File: config.mk
export PLATFORM = sky130hd
export DESIGN_NAME = sseg_array_drv
export DESIGN_NICKNAME = d
export VERILOG_FILES = /design/src/rtl/sseg_array_drv.sv
export SDC_FILE = /design/constraint.sdc
export NUM_CORES = 1
export LEC_CHECK = 0
export ABC_AREA = 1
export CAP_MARGIN = 10
export CORE_MARGIN = 2
export CORE_UTILIZATION = 45
export DETAILED_ROUTE_END_ITERATION = 8
export PLACE_DENSITY = 0.69
export SYNTH_ARGS = -nofsm -noshare
export SYNTH_HDL_FRONTEND = slang
export SYNTH_SLANG_ARGS = --single-unit
File: constraint.sdc
create_clock -name clk -period 3.75 [get_ports clk]
set_clock_uncertainty 0.2 [all_clocks]
set_input_delay 0.375 -clock clk [delete_from_list [all_inputs] [get_ports clk]]
set_output_delay 0.375 -clock clk [all_outputs]
set_load 0.01 [all_outputs]
File: src/rtl/sseg_array_drv.sv
// sseg_array_drv
//   Registered multi-digit hex driver for static seven-segment displays.
//   A packed nibble vector, decimal points and digit enables are captured
//   into shadow registers on a load strobe; every segment byte is then
//   decoded and registered, so the outputs have no combinational path from
//   any input. Adds leading-zero blanking, per-digit blink and lamp test.
//
// Ports
//   clk        system clock
//   rst        asynchronous reset, active-high
//   load       capture strobe for data / dp / digit_en
//   data       4 bits per digit, digit 0 = data[3:0]
//   dp         decimal point request per digit
//   digit_en   digit enable per digit (0 = blank)
//   blink_mask per-digit blink select, live input
//   lzb_en     leading-zero blanking enable, live input
//   lamp_test  force every segment and dp lit, live input
//   led        segment byte per digit {dp,g,f,e,d,c,b,a}, digit 0 = led[7:0]

module sseg_array_drv #(
  parameter int NUM_DIGITS = 6,
  parameter int BLINK_DIV  = 25_000_000,
  parameter int ACTIVE_LOW = 1
) (
  input  logic                    clk,
  input  logic                    rst,
  input  logic                    load,
  input  logic [4*NUM_DIGITS-1:0] data,
  input  logic [NUM_DIGITS-1:0]   dp,
  input  logic [NUM_DIGITS-1:0]   digit_en,
  input  logic [NUM_DIGITS-1:0]   blink_mask,
  input  logic                    lzb_en,
  input  logic                    lamp_test,
  output logic [8*NUM_DIGITS-1:0] led
);

  localparam int CW = (BLINK_DIV > 2) ? $clog2(BLINK_DIV) : 1;
  localparam logic [CW-1:0] CNT_LAST = CW'(BLINK_DIV - 1);
  localparam logic [8*NUM_DIGITS-1:0] LED_BLANK =
    (ACTIVE_LOW != 0) ? {(8*NUM_DIGITS){1'b1}} : '0;

  logic [4*NUM_DIGITS-1:0] data_q, data_d;
  logic [NUM_DIGITS-1:0]   dp_q, dp_d;
  logic [NUM_DIGITS-1:0]   en_q, en_d;
  logic [CW-1:0]           cnt_q, cnt_d;
  logic                    blink_phase_q, blink_phase_d;
  logic [8*NUM_DIGITS-1:0] led_q, led_d;

  // zero_from[i] = nibbles i..NUM_DIGITS-1 are all zero; the extra top
  // entry is the "nothing above" seed so the scan needs no special case.
  logic [NUM_DIGITS:0]     zero_from;

  // Active-high segment pattern for a hex nibble, bit order {g,f,e,d,c,b,a}.
  function automatic logic [6:0] hex_to_seg(input logic [3:0] nib);
    case (nib)
      4'h0: hex_to_seg = 7'h3F;
      4'h1: hex_to_seg = 7'h06;
      4'h2: hex_to_seg = 7'h5B;
      4'h3: hex_to_seg = 7'h4F;
      4'h4: hex_to_seg = 7'h66;
      4'h5: hex_to_seg = 7'h6D;
      4'h6: hex_to_seg = 7'h7D;
      4'h7: hex_to_seg = 7'h27;
      4'h8: hex_to_seg = 7'h7F;
      4'h9: hex_to_seg = 7'h6F;
      4'hA: hex_to_seg = 7'h77;
      4'hB: hex_to_seg = 7'h7C;
      4'hC: hex_to_seg = 7'h58;
      4'hD: hex_to_seg = 7'h5E;
      4'hE: hex_to_seg = 7'h79;
      default: hex_to_seg = 7'h71;
    endcase
  endfunction

  // Shadow registers and the free-running blink divider. The divider is
  // deliberately independent of load so the blink cadence never jitters.
  always_comb begin
    data_d        = data_q;
    dp_d          = dp_q;
    en_d          = en_q;
    cnt_d         = cnt_q + 1'b1;
    blink_phase_d = blink_phase_q;
    if (load) begin
      data_d = data;
      dp_d   = dp;
      en_d   = digit_en;
    end
    if (cnt_q == CNT_LAST) begin
      cnt_d         = '0;
      blink_phase_d = ~blink_phase_q;
    end
  end

  // Per-digit output byte, built in active-high form and inverted at the
  // end for common-anode boards. Priority: lamp test, disable, leading
  // zero, blink, then the decoded nibble with its decimal point.
  always_comb begin
    logic [7:0] lit;
    zero_from             = '0;
    zero_from[NUM_DIGITS] = 1'b1;
    led_d                 = '0;
    lit                   = '0;
    for (int i = NUM_DIGITS - 1; i >= 0; i--) begin
      zero_from[i] = zero_from[i+1] & (data_q[4*i +: 4] == 4'h0);
    end
    for (int i = 0; i < NUM_DIGITS; i++) begin
      if (lamp_test)
        lit = 8'hFF;
      else if (!en_q[i])
        lit = 8'h00;
      else if (lzb_en && (i != 0) && zero_from[i])
        lit = 8'h00;
      else if (blink_mask[i] && blink_phase_q)
        lit = 8'h00;
      else
        lit = {dp_q[i], hex_to_seg(data_q[4*i +: 4])};
      led_d[8*i +: 8] = (ACTIVE_LOW != 0) ? ~lit : lit;
    end
  end

  always_ff @(posedge clk or posedge rst) begin
    if (rst) begin
      data_q        <= '0;
      dp_q          <= '0;
      en_q          <= '0;
      cnt_q         <= '0;
      blink_phase_q <= 1'b0;
      led_q         <= LED_BLANK;
    end else begin
      data_q        <= data_d;
      dp_q          <= dp_d;
      en_q          <= en_d;
      cnt_q         <= cnt_d;
      blink_phase_q <= blink_phase_d;
      led_q         <= led_d;
    end
  end

  assign led = led_q;

endmodule

After elaboration in Yosys (flattened, before gate mapping). Memory sizes are Yosys's and may differ from the RTL's. Cells that the tools add are included.

Word-level logic and storage cells: 65. Memories kept: 6. Output and inout bits: 48. Bits in read-only memories: 672. Bits in registers: 110.

Add/subtract/negate cells: 1. Reduce and logical (&&, ||, !) cells: 16. Bitwise gates (word level): 11. Eq/ne operators: 1. Muxes and demuxes: 24.

Memory list: (no name shown) (words 16, bits a word 7, rd ports 1, clocked after memory_dff 0, wr ports 0, line 55) `case (nib)`; (no name shown) (words 16, bits a word 7, rd ports 1, clocked after memory_dff 0, wr ports 0, line 55); (no name shown) (words 16, bits a word 7, rd ports 1, clocked after memory_dff 0, wr ports 0, line 55); (no name shown) (words 16, bits a word 7, rd ports 1, clocked after memory_dff 0, wr ports 0, line 55); (no name shown) (words 16, bits a word 7, rd ports 1, clocked after memory_dff 0, wr ports 0, line 55); (no name shown) (words 16, bits a word 7, rd ports 1, clocked after memory_dff 0, wr ports 0, line 55).

Operator list (number): 8-bit 2-to-1 mux (23); 8-bit inverter (6); 25-bit by 1-bit adder with 25-bit output, second input constant (1); 25-bit equality test, second input constant (1); 25-bit 2-to-1 mux (1); 4-bit logical NOT (5); 1-bit logical AND (11); 1-bit AND (4); 1-bit inverter (1).

Logic depth before layout (Yosys ltp). Gate-level depths: netlist of run 1.

Depth after elaboration: 10. Mapped depth: 10. Gate-level depth less buffers: 10.

Worst setup path before layout of run 1. Ideal clock, no wire load.

Kind: register -> register. From: register cnt_q[0]. To: register cnt_q[0]. Setup slack: 2.126 ns. Buffers on the path: 1. Period minus slack after synthesis: 1.624 ns. Stages on the path, launching flop included: 10. Arrival: 1.303 ns. Cells stage by stage: dfrtp_1 > ha_1 > nand3_2 > inv_2 > nand2_1 > nor2_2 > nand2_2 > clkinv_4 > buf_8 > nor2_1.

Word-level cells in the longest chain between the ends: 2.

RTL lines: start: declaration (line 45) `logic [CW-1:0] cnt_q, cnt_d;`; start signal: assignment (line 133) `cnt_q <= cnt_d;`; 25-bit by 1-bit adder with 25-bit output or 25-bit equality test (tied branches) (line 81, 88); 25-bit 2-to-1 mux * (line 88) `if (cnt_q == CNT_LAST) begin`; via cnt_d[0] (line 45).

Mark *: on every way through the listed nets, which the timed path passes. The rest lies on a longest branch. A chain may end at the register's enable or synchronous reset.

Worst setup path in the final report of run 1.
From: register led_q[39], in the netlist led[39]. To: output led[39].

RTL lines: start: declaration (line 47) `logic [8*NUM_DIGITS-1:0] led_q, led_d;`; start signal: assignment (line 135) `led_q <= led_d;`; end: declaration (line 34) `output logic [8*NUM_DIGITS-1:0] led`.

No word-level cell between the ends.

==> impl_results.md, run 1 <==
- Result of the run: completed
- Number of maximum-capacitance violations: 0
- Clock buffer count from CTS: 9
- Slew of the pin with the lowest slew margin: 0.9488 ns
- Row Count: 41
- Die X-Extent: roughly 120 um
- Main flop type after synthesis: dfrtp_1
- Number of synthesized register bits: 110
- Number of post-CTS setup repair buffers: 0
- Critical setup path kind: reg -> out
- Clock sink total: 110
- Post-DRT Antenna Nets: 0
- CTS tree: built
- Max stage delay cell, worst path: clkdlybuf4s50_1
- GRT overflow: 0
- First-pass GRT wire length: 23.63 mm
- Category of the worst setup path capture point: primary output
- Final Setup Violations: 0
- Final design utilization: a little under three fifths
- Post-DR wirelength/cell: 13.94 um
- Synth async-reset ratio: between 90% and 100%
- Warnings from Yosys: 0
- Period minus WS final: ~2 ns
- Die Ht: approximately 120 um
- Final total negative setup slack: 0 ns
- Mapped Cells: 737
- Worst stage delay on the critical path: between 0.5 and 0.6 ns
- Synthesized area per cell: approximately 8 um2
- Synth cell types: 36
- Total Die Area: 14050 um2
- Arrival time of data at the critical path endpoint: 1.43 ns
- Fraction of the cycle the final worst path needs: a little over half
- I/O pin count: 95
- Share of post-route cells with drive strength above 1: 10.90%
- Peak fanout along the critical path: 1
- Hold/Removal Path Class: in -> async
- Unrepaired setup endpoints after global routing: no
- DR vias: ~5000
- Total wirelength of the detailed-routed design: 13.91 mm
- Hold buffer count at cts: 0
- Layout Nets: 900
- Top cell type's share of synthesized area: a little over a quarter
- Sequential-to-total area share from yosys stat: 47.65%
- Cell leakage power: around 0.0034 uW
- Worst path top cell family by delay: buffers and inverters
- Largest voltage drop on the vdd net: between 0.2 and 0.25 mV
- Starting density of the core: around 46%
- Clock-pin slew reported for the worst setup and hold paths after clock tree synthesis: about 0.06 ns
- Area overhead of the layout relative to synthesis: 22.89%
- Fin. max-slew vios: 0
- Cell type with the highest aggregate area in the netlist: dfrtp_1
- Number of antenna violations at the first check in global routing: 0
- Number of vias per cell: just over 5
- Power Dens Cells: roughly 390 nW/um2
- Top area cells in the synthesized netlist: dfrtp_1 26%, dfstp_2 21%, nand2_1 11%
- Area of the mapped netlist: just under 6000 um2
- Core ar.: approximately 13000 um2
- Leading post-synthesis cells by instance count: 167 x nand2_1, 100 x inv_1, 85 x nor2_1
- Drt drc: 0
- Insertion delay to the later sink of the worst-skew pair: about 0.35 ns
- Number of optimization iterations in the first detailed-route pass: 5
- Number of enable flip-flop cells after synthesis: 0
- Number of global-route vias before repair: around 5100
- Number of hold-slack violations in the final timing report: 0
- Startpoint kind of the worst setup timing path: flop
- DP HPWL: just over 10 mm
- Detailed router's first-iteration violation count: around 340
- Maximum number of pins on one net before global-route repair: 61
- Data required time at the worst endpoint: 3.17 ns
- Most repeated cell in the gate-level netlist after synthesis: nand2_1
- # H-tree levels: 3
- Synthesized net count: roughly 800
- Final GP Congestion: a little under 1
- Antenna diode count: 0
- Fmax: approximately 0.5 GHz
- Crit path buffers/inverters: 1
- Number of gates given a new drive strength after cts: 0
- Cells along the critical path: clkdlybuf4s50_1
- Cell at the root of the clock tree: clkbuf_16
- Number of buffers added on ports: 94
- Maximum root-to-sink buffer count: 2
- Worst-case headroom to the max-slew limit: 36.68%
- Overall track demand over capacity in global routing: 20.81%
## logic make-up after synthesis
logic type / share of synthesized area [%]
compound gates: 11.19
flops: 47.65
simple gates: 22.89
xor+xnor: 2.225
fa+ha+maj: 6.571
mux: 0.3815
buf+inv: 9.093
## path summary, 6_finish.rpt
kind	startpoint	to	slack [ns]	depth (start not counted)
hold reg to reg	dp_q[1]	led[15]	0.31	3
hold / removal	rst	data_q[18]	0.31	2
max in group asynchronous	rst	led[12]	2.24	3
setup reg to reg	data_q[21]	led[45]	1.75	10
min in group clk	dp_q[1]	led[15]	0.31	3
setup / recovery	led[39]	led[39]	1.75	1
## power breakdown
| group | total (uW) | switching (uW) | internal (uW) |
|---|---|---|---|
| registers | 1370 | 64.6 | 1310 |
| clock network | 949 | 416 | 533 |
| logic | 511 | 279 | 232 |
## registers in the layout (all words and copies together) (netlist names)
name           cells
blink_phase_q      1
cnt_q             25
data_q            24
dp_q               6
en_q               6
led               48
## layout by cell type (no fill, tap or decap), types with 2 or more instances in the layout
cell | synthesis | layout
a21oi_1 | 25 | 25
a21oi_2 | 2 | 2
a31oi_1 | 4 | 4
buf_4 | 2 | 3
clkbuf_1 | 14 | 3
clkbuf_16 | 0 | 9
clkdlybuf4s50_1 | 0 | 93
dfrtp_1 | 62 | 62
dfstp_2 | 48 | 48
ha_1 | 31 | 31
inv_1 | 100 | 99
inv_2 | 6 | 6
mux2_2 | 2 | 2
nand2_1 | 167 | 167
nand2_2 | 3 | 3
nand3_1 | 46 | 46
nand3_2 | 3 | 3
nand4_1 | 2 | 2
nor2_1 | 85 | 85
nor2_2 | 5 | 5
nor3_1 | 9 | 9
o21ai_0 | 81 | 81
o221ai_1 | 2 | 2
o22ai_1 | 5 | 5
o31ai_1 | 2 | 2
xnor2_1 | 5 | 5
xor2_1 | 10 | 10
## final cells by class
class                           instances  area (um2)
Clock buffer                           13       250.2
Tap cell                              172       215.2
Inverter                              107       409.1
Sequential cell                       110        2813
Multi-Input combinational cell        496        2554
Clock inverter                          2       35.03
Fill cell                            1220        5468
Timing Repair Buffer                   98       978.4
## metrics by stage
step                      setup slack (ns)  hold slack, ns  std cells  area (um2)  total power (uW)
after floorplan                     0.3521          0.2682        737        5903              1672
after global placement               1.475          0.2913        983        6969              1887
after detailed placement             1.414          0.3034        983        6969              1902
after CTS                            1.725          0.3148        998        7254              2855
after global routing                 1.510          0.3430        998        7254              2984
final                                1.747          0.3081        998        7254              2832
## routing by layer
layer | track usage, % | vias to the layer above | share of wire, %
li1 | - | 2496 | -
met1 | 25.76 | 2369 | 44
met2 | 35.49 | 128 | 50
met3 | 3.716 | 28 | 4.3
met4 | 9.152 | 0 | 2.5
met5 | 0 | - | 0
Power figures use the tool's default switching activity.
==> inputs of run 2 (changes only) <==
--- a/config.mk
+++ b/config.mk
@@ -10,7 +10,7 @@
 export CORE_MARGIN = 2
 export CORE_UTILIZATION = 45
 export DETAILED_ROUTE_END_ITERATION = 8
-export PLACE_DENSITY = 0.69
+export PLACE_DENSITY = 0.72
 export SYNTH_ARGS = -nofsm -noshare
 export SYNTH_HDL_FRONTEND = slang
 export SYNTH_SLANG_ARGS = --single-unit
==> constraint.sdc (replaced) <==
create_clock -name clk -period 1.7 [get_ports clk]
set_clock_uncertainty 0.2 [all_clocks]
set_input_delay 0.17 -clock clk [delete_from_list [all_inputs] [get_ports clk]]
set_output_delay 0.17 -clock clk [all_outputs]
set_load 0.01 [all_outputs]
==> run 2 against run 1 <==
  * Setup slack got worse by 1.7 ns
  * Combinational power rose to 2.5 times the previous value
  * Flip-flop and latch count did not move
  * Via count rose by 7.6%
  * Sequential share of layout area fell by 2.6 points
  * Sequential power rose by 120%
  * Routed wire length rose by 9.1%
  * First-iteration DRC count rose by 1.8%
  * Die area did not move
  * Critical path depth rose by 7
  * Highest routed layer unchanged
==> impl_results.md, run 2 (synthesis gave the netlist of run 1 again) <==
- Largest voltage drop on the vdd net: 0.6484 mV (was 0.2218 mV)
- Share of post-route cells with drive strength above 1: 18.86% (was 10.90%)
- Number of optimization iterations in the first detailed-route pass: 5 (unchanged)
- Number of hold-slack violations in the final timing report: 0 (unchanged)
- Max reg flops: 48 (unchanged)
- Period minus WS final: around 1.7 ns
- Placed insts: 1028 (was 983)
- Crit path buffers/inverters: 2 (was 1)
- Share of total power in sequential cells: 45.2% (was 48.5%)
- Area overhead of the layout relative to synthesis: 31.77% (was 22.89%)
- Startpoint kind of the worst setup timing path: flop (unchanged)
- CTS tree: built (unchanged)
- Power Dens Cells: 846.7 nW/um2 (was 390.4 nW/um2)
- # H-tree levels: 3 (unchanged)
- Post-placement setup slack: -0.01836 ns (was 1.414 ns)
- Layout Nets: 953 (was 900)
- Insertion delay to the later sink of the worst-skew pair: 0.36 ns (was 0.35 ns)
- Fin. max-slew vios: 0 (unchanged)
- Number of antenna violations at the first check in global routing: 0 (unchanged)
- Category of the worst setup path capture point: flop (was primary output)
- Maximum number of pins on one net before global-route repair: 74 (was 61)
- Slew of the pin with the lowest slew margin: 0.4538 ns (was 0.9488 ns)
- R2R Path End: led[17] (was led[45])
- Crit path capture: led[17] (was led[39])
- Total wirelength of the detailed-routed design: 15.18 mm (was 13.91 mm)
- Gate power share: 19.6% (was 18.0%)
- Data required time at the worst endpoint: 1.79 ns (was 3.17 ns)
- Number of maximum-capacitance violations: 0 (unchanged)
- Fmax: between 0.6 and 0.7 GHz
- Hold/Removal Path Class: in -> reg (was in -> async)
- Final total negative setup slack: 0 ns (unchanged)
- Number of global-route vias before repair: 5557 (was 5051)
- Die X-Extent: 118.5 um (unchanged)
- Total stage count of the critical path: 8 (was 1)
- Drt drc: 0 (unchanged)
- Power share of the clock group: 35.1% (was 33.5%)
- Most frequent cells in the layout: 159 x nand2_1, 95 x inv_1, 81 x nor2_1, 76 x o21ai_0, 62 x dfrtp_1 (was 167 x nand2_1, 99 x inv_1, 93 x clkdlybuf4s50_1, 85 x nor2_1, 81 x o21ai_0)
- Cell leakage power: 0.003789 uW (was 0.003368 uW)
- Max stage delay cell, worst path: dfrtp_1 (was clkdlybuf4s50_1)
- Most common cell after layout, fill and taps aside: nand2_1 (unchanged)
- Result of the run: completed (unchanged)
- Antenna diode count: 0 (unchanged)
- DR vias: 5404 (was 5021)
- Number of vias per cell: 5.137 (was 5.031)
- Critical setup path kind: reg -> reg (was reg -> out)
- Path depth of the worst reg2reg path: 8 (was 10)
- Beginning of the critical path: data_q[16] (was led[39])
- Post-DR wirelength/cell: 14.43 um (was 13.94 um)
- Fraction of the cycle the final worst path needs: roughly 98%
- Cells along the critical path: inv_2, ha_4, nand3_4, nor2_4, nand3_2, nand2_4, inv_2, a21oi_2 (was clkdlybuf4s50_1)
- Peak fanout along the critical path: 6 (was 1)
- Net switching share of the total power: 26.80% (was 26.81%)
- Worst path top cell family by delay: simple AND/OR/NAND/NOR gates (was buffers and inverters)
- Worst-case register-to-register setup slack: 0.03 ns (was 1.75 ns)
- First-pass GRT wire length: 25.19 mm (was 23.63 mm)
- Core ar.: 12720 um2 (unchanged)
- Detailed router's first-iteration violation count: 345 (was 339)
- Power dissipated by switching net loads: 1765 uW (was 759.3 uW)
- Overall track demand over capacity in global routing: 22.33% (was 20.81%)
- Total Die Area: 14050 um2 (unchanged)
- Maximum root-to-sink buffer count: 2 (unchanged)
- DP HPWL: 11.13 mm (was 10.30 mm)
- Number of buffers added on ports: 94 (unchanged)
- Clock-pin slew reported for the worst setup and hold paths after clock tree synthesis: 0.07 ns (was 0.06 ns)
- Clock buffer count from CTS: 9 (unchanged)
- Cell internal pwr: 4822 uW (was 2073 uW)
- Total area of sequential cells: 2813 um2 (unchanged)
- Post-DRT Antenna Nets: 0 (unchanged)
- Worst-case headroom to the max-slew limit: 69.75% (was 36.68%)
- Arrival time of data at the critical path endpoint: 1.75 ns (was 1.43 ns)
- CP dominant cell by count: inv_2
- Worst stage delay on the critical path: 0.42 ns (was 0.56 ns)
- Multi-input gate area: 2668 um2 (was 2554 um2)
- Starting density of the core: 46.40% (unchanged)
- Min setup slack post-route: 0.03469 ns (was 1.747 ns)
- Final cell count without fillers: 1052 (was 998)
- Row Count: 41 (unchanged)
- Worst r2r src: data_q[16] (was data_q[21])
- Unrepaired setup endpoints after global routing: yes (was no)
- Final Setup Violations: 0 (unchanged)
- I/O pin count: 95 (unchanged)
- Cell at the root of the clock tree: clkbuf_16 (unchanged)
- Clock sink total: 110 (unchanged)
- GRT overflow: 0 (unchanged)
- Filler cell count in the final layout: 1132 (was 1220)
- Die Ht: 118.5 um (unchanged)
- Final GP Congestion: 0.9320 (was 0.9705)
==> run 2: power by group through the flow <==
stage	combinational [uW]	clock (uW)	sequential, uW
2_1_floorplan	617	0	3070
3_3_place_gp	1270	0	3020
3_5_place_dp	1300	0	3030
4_1_cts	1240	2360	2980
5_1_grt	1450	2470	3000
6_report	1290	2310	2980
==> run 2: what timing repair did <==
action / in CTS / in global routing
setup endpoints to repair: 63 / 53
resized for setup: 51 / 37
hold buffers: 0 / 0
cloned: 0 / 1
setup buffers: 0 / 7
pin swaps: 0 / 8
==> run 2: worst register-to-register path: cells and delay by family, from the launching register on <==
family	cells	cell delay [ns]
flip-flops	1	0.42
adder cells (fa/ha/maj)	1	0.17
buffers and inverters	2	0.16
AO/OA/AOI/OAI	1	0.13
AND/OR/NAND/NOR	4	0.52
==> run 2: how the worst min path moves through the flow <==
| stage | start | endpoint | slack, ns | cells after the start |
|---|---|---|---|---|
| floorplan | data[0] | data_q[0] | 0.09 | 2 |
| detailed placement | dp_q[1] | led[15] | 0.30 | 3 |
| finish | load | data_q[2] | 0.05 | 3 |
| global route | load | data_q[2] | 0.06 | 3 |
| CTS | load | data_q[2] | 0.04 | 3 |
| global placement | en_q[0] | en_q[0] | 0.29 | 1 |
==> run 2: metal layers <==
metal	vias up	global-route usage [%]	wire length, um
li1	2607	-	-
met1	2529	25.68	6022
met2	212	38.72	7665
met3	56	5.454	899
met4	0	10.86	593
met5	-	0	0
==> run 2: stage by stage <==
step / util (%) / instance area (um2) / hold WS, ns / power [uW]
after detailed placement: 57.64 / 7333 / 0.2986 / 4332
after global placement: 57.64 / 7333 / 0.2921 / 4288
after floorplan: - / 5907 / 0.09095 / 3689
after CTS: 59.82 / 7611 / 0.03675 / 6575
after global routing: 61.14 / 7779 / 0.05692 / 6911
final: 61.14 / 7779 / 0.05039 / 6586
==> run 2: cell type report <==
cell class / instances / area share, %
Tap cell: 172 / 2.767
Timing Repair Buffer: 150 / 17.15
Sequential cell: 110 / 36.16
Clock inverter: 3 / 0.8686
Timing Repair inverter: 1 / 0.1126
Clock buffer: 13 / 3.346
Inverter: 107 / 5.308
Multi-Input combinational cell: 496 / 34.29
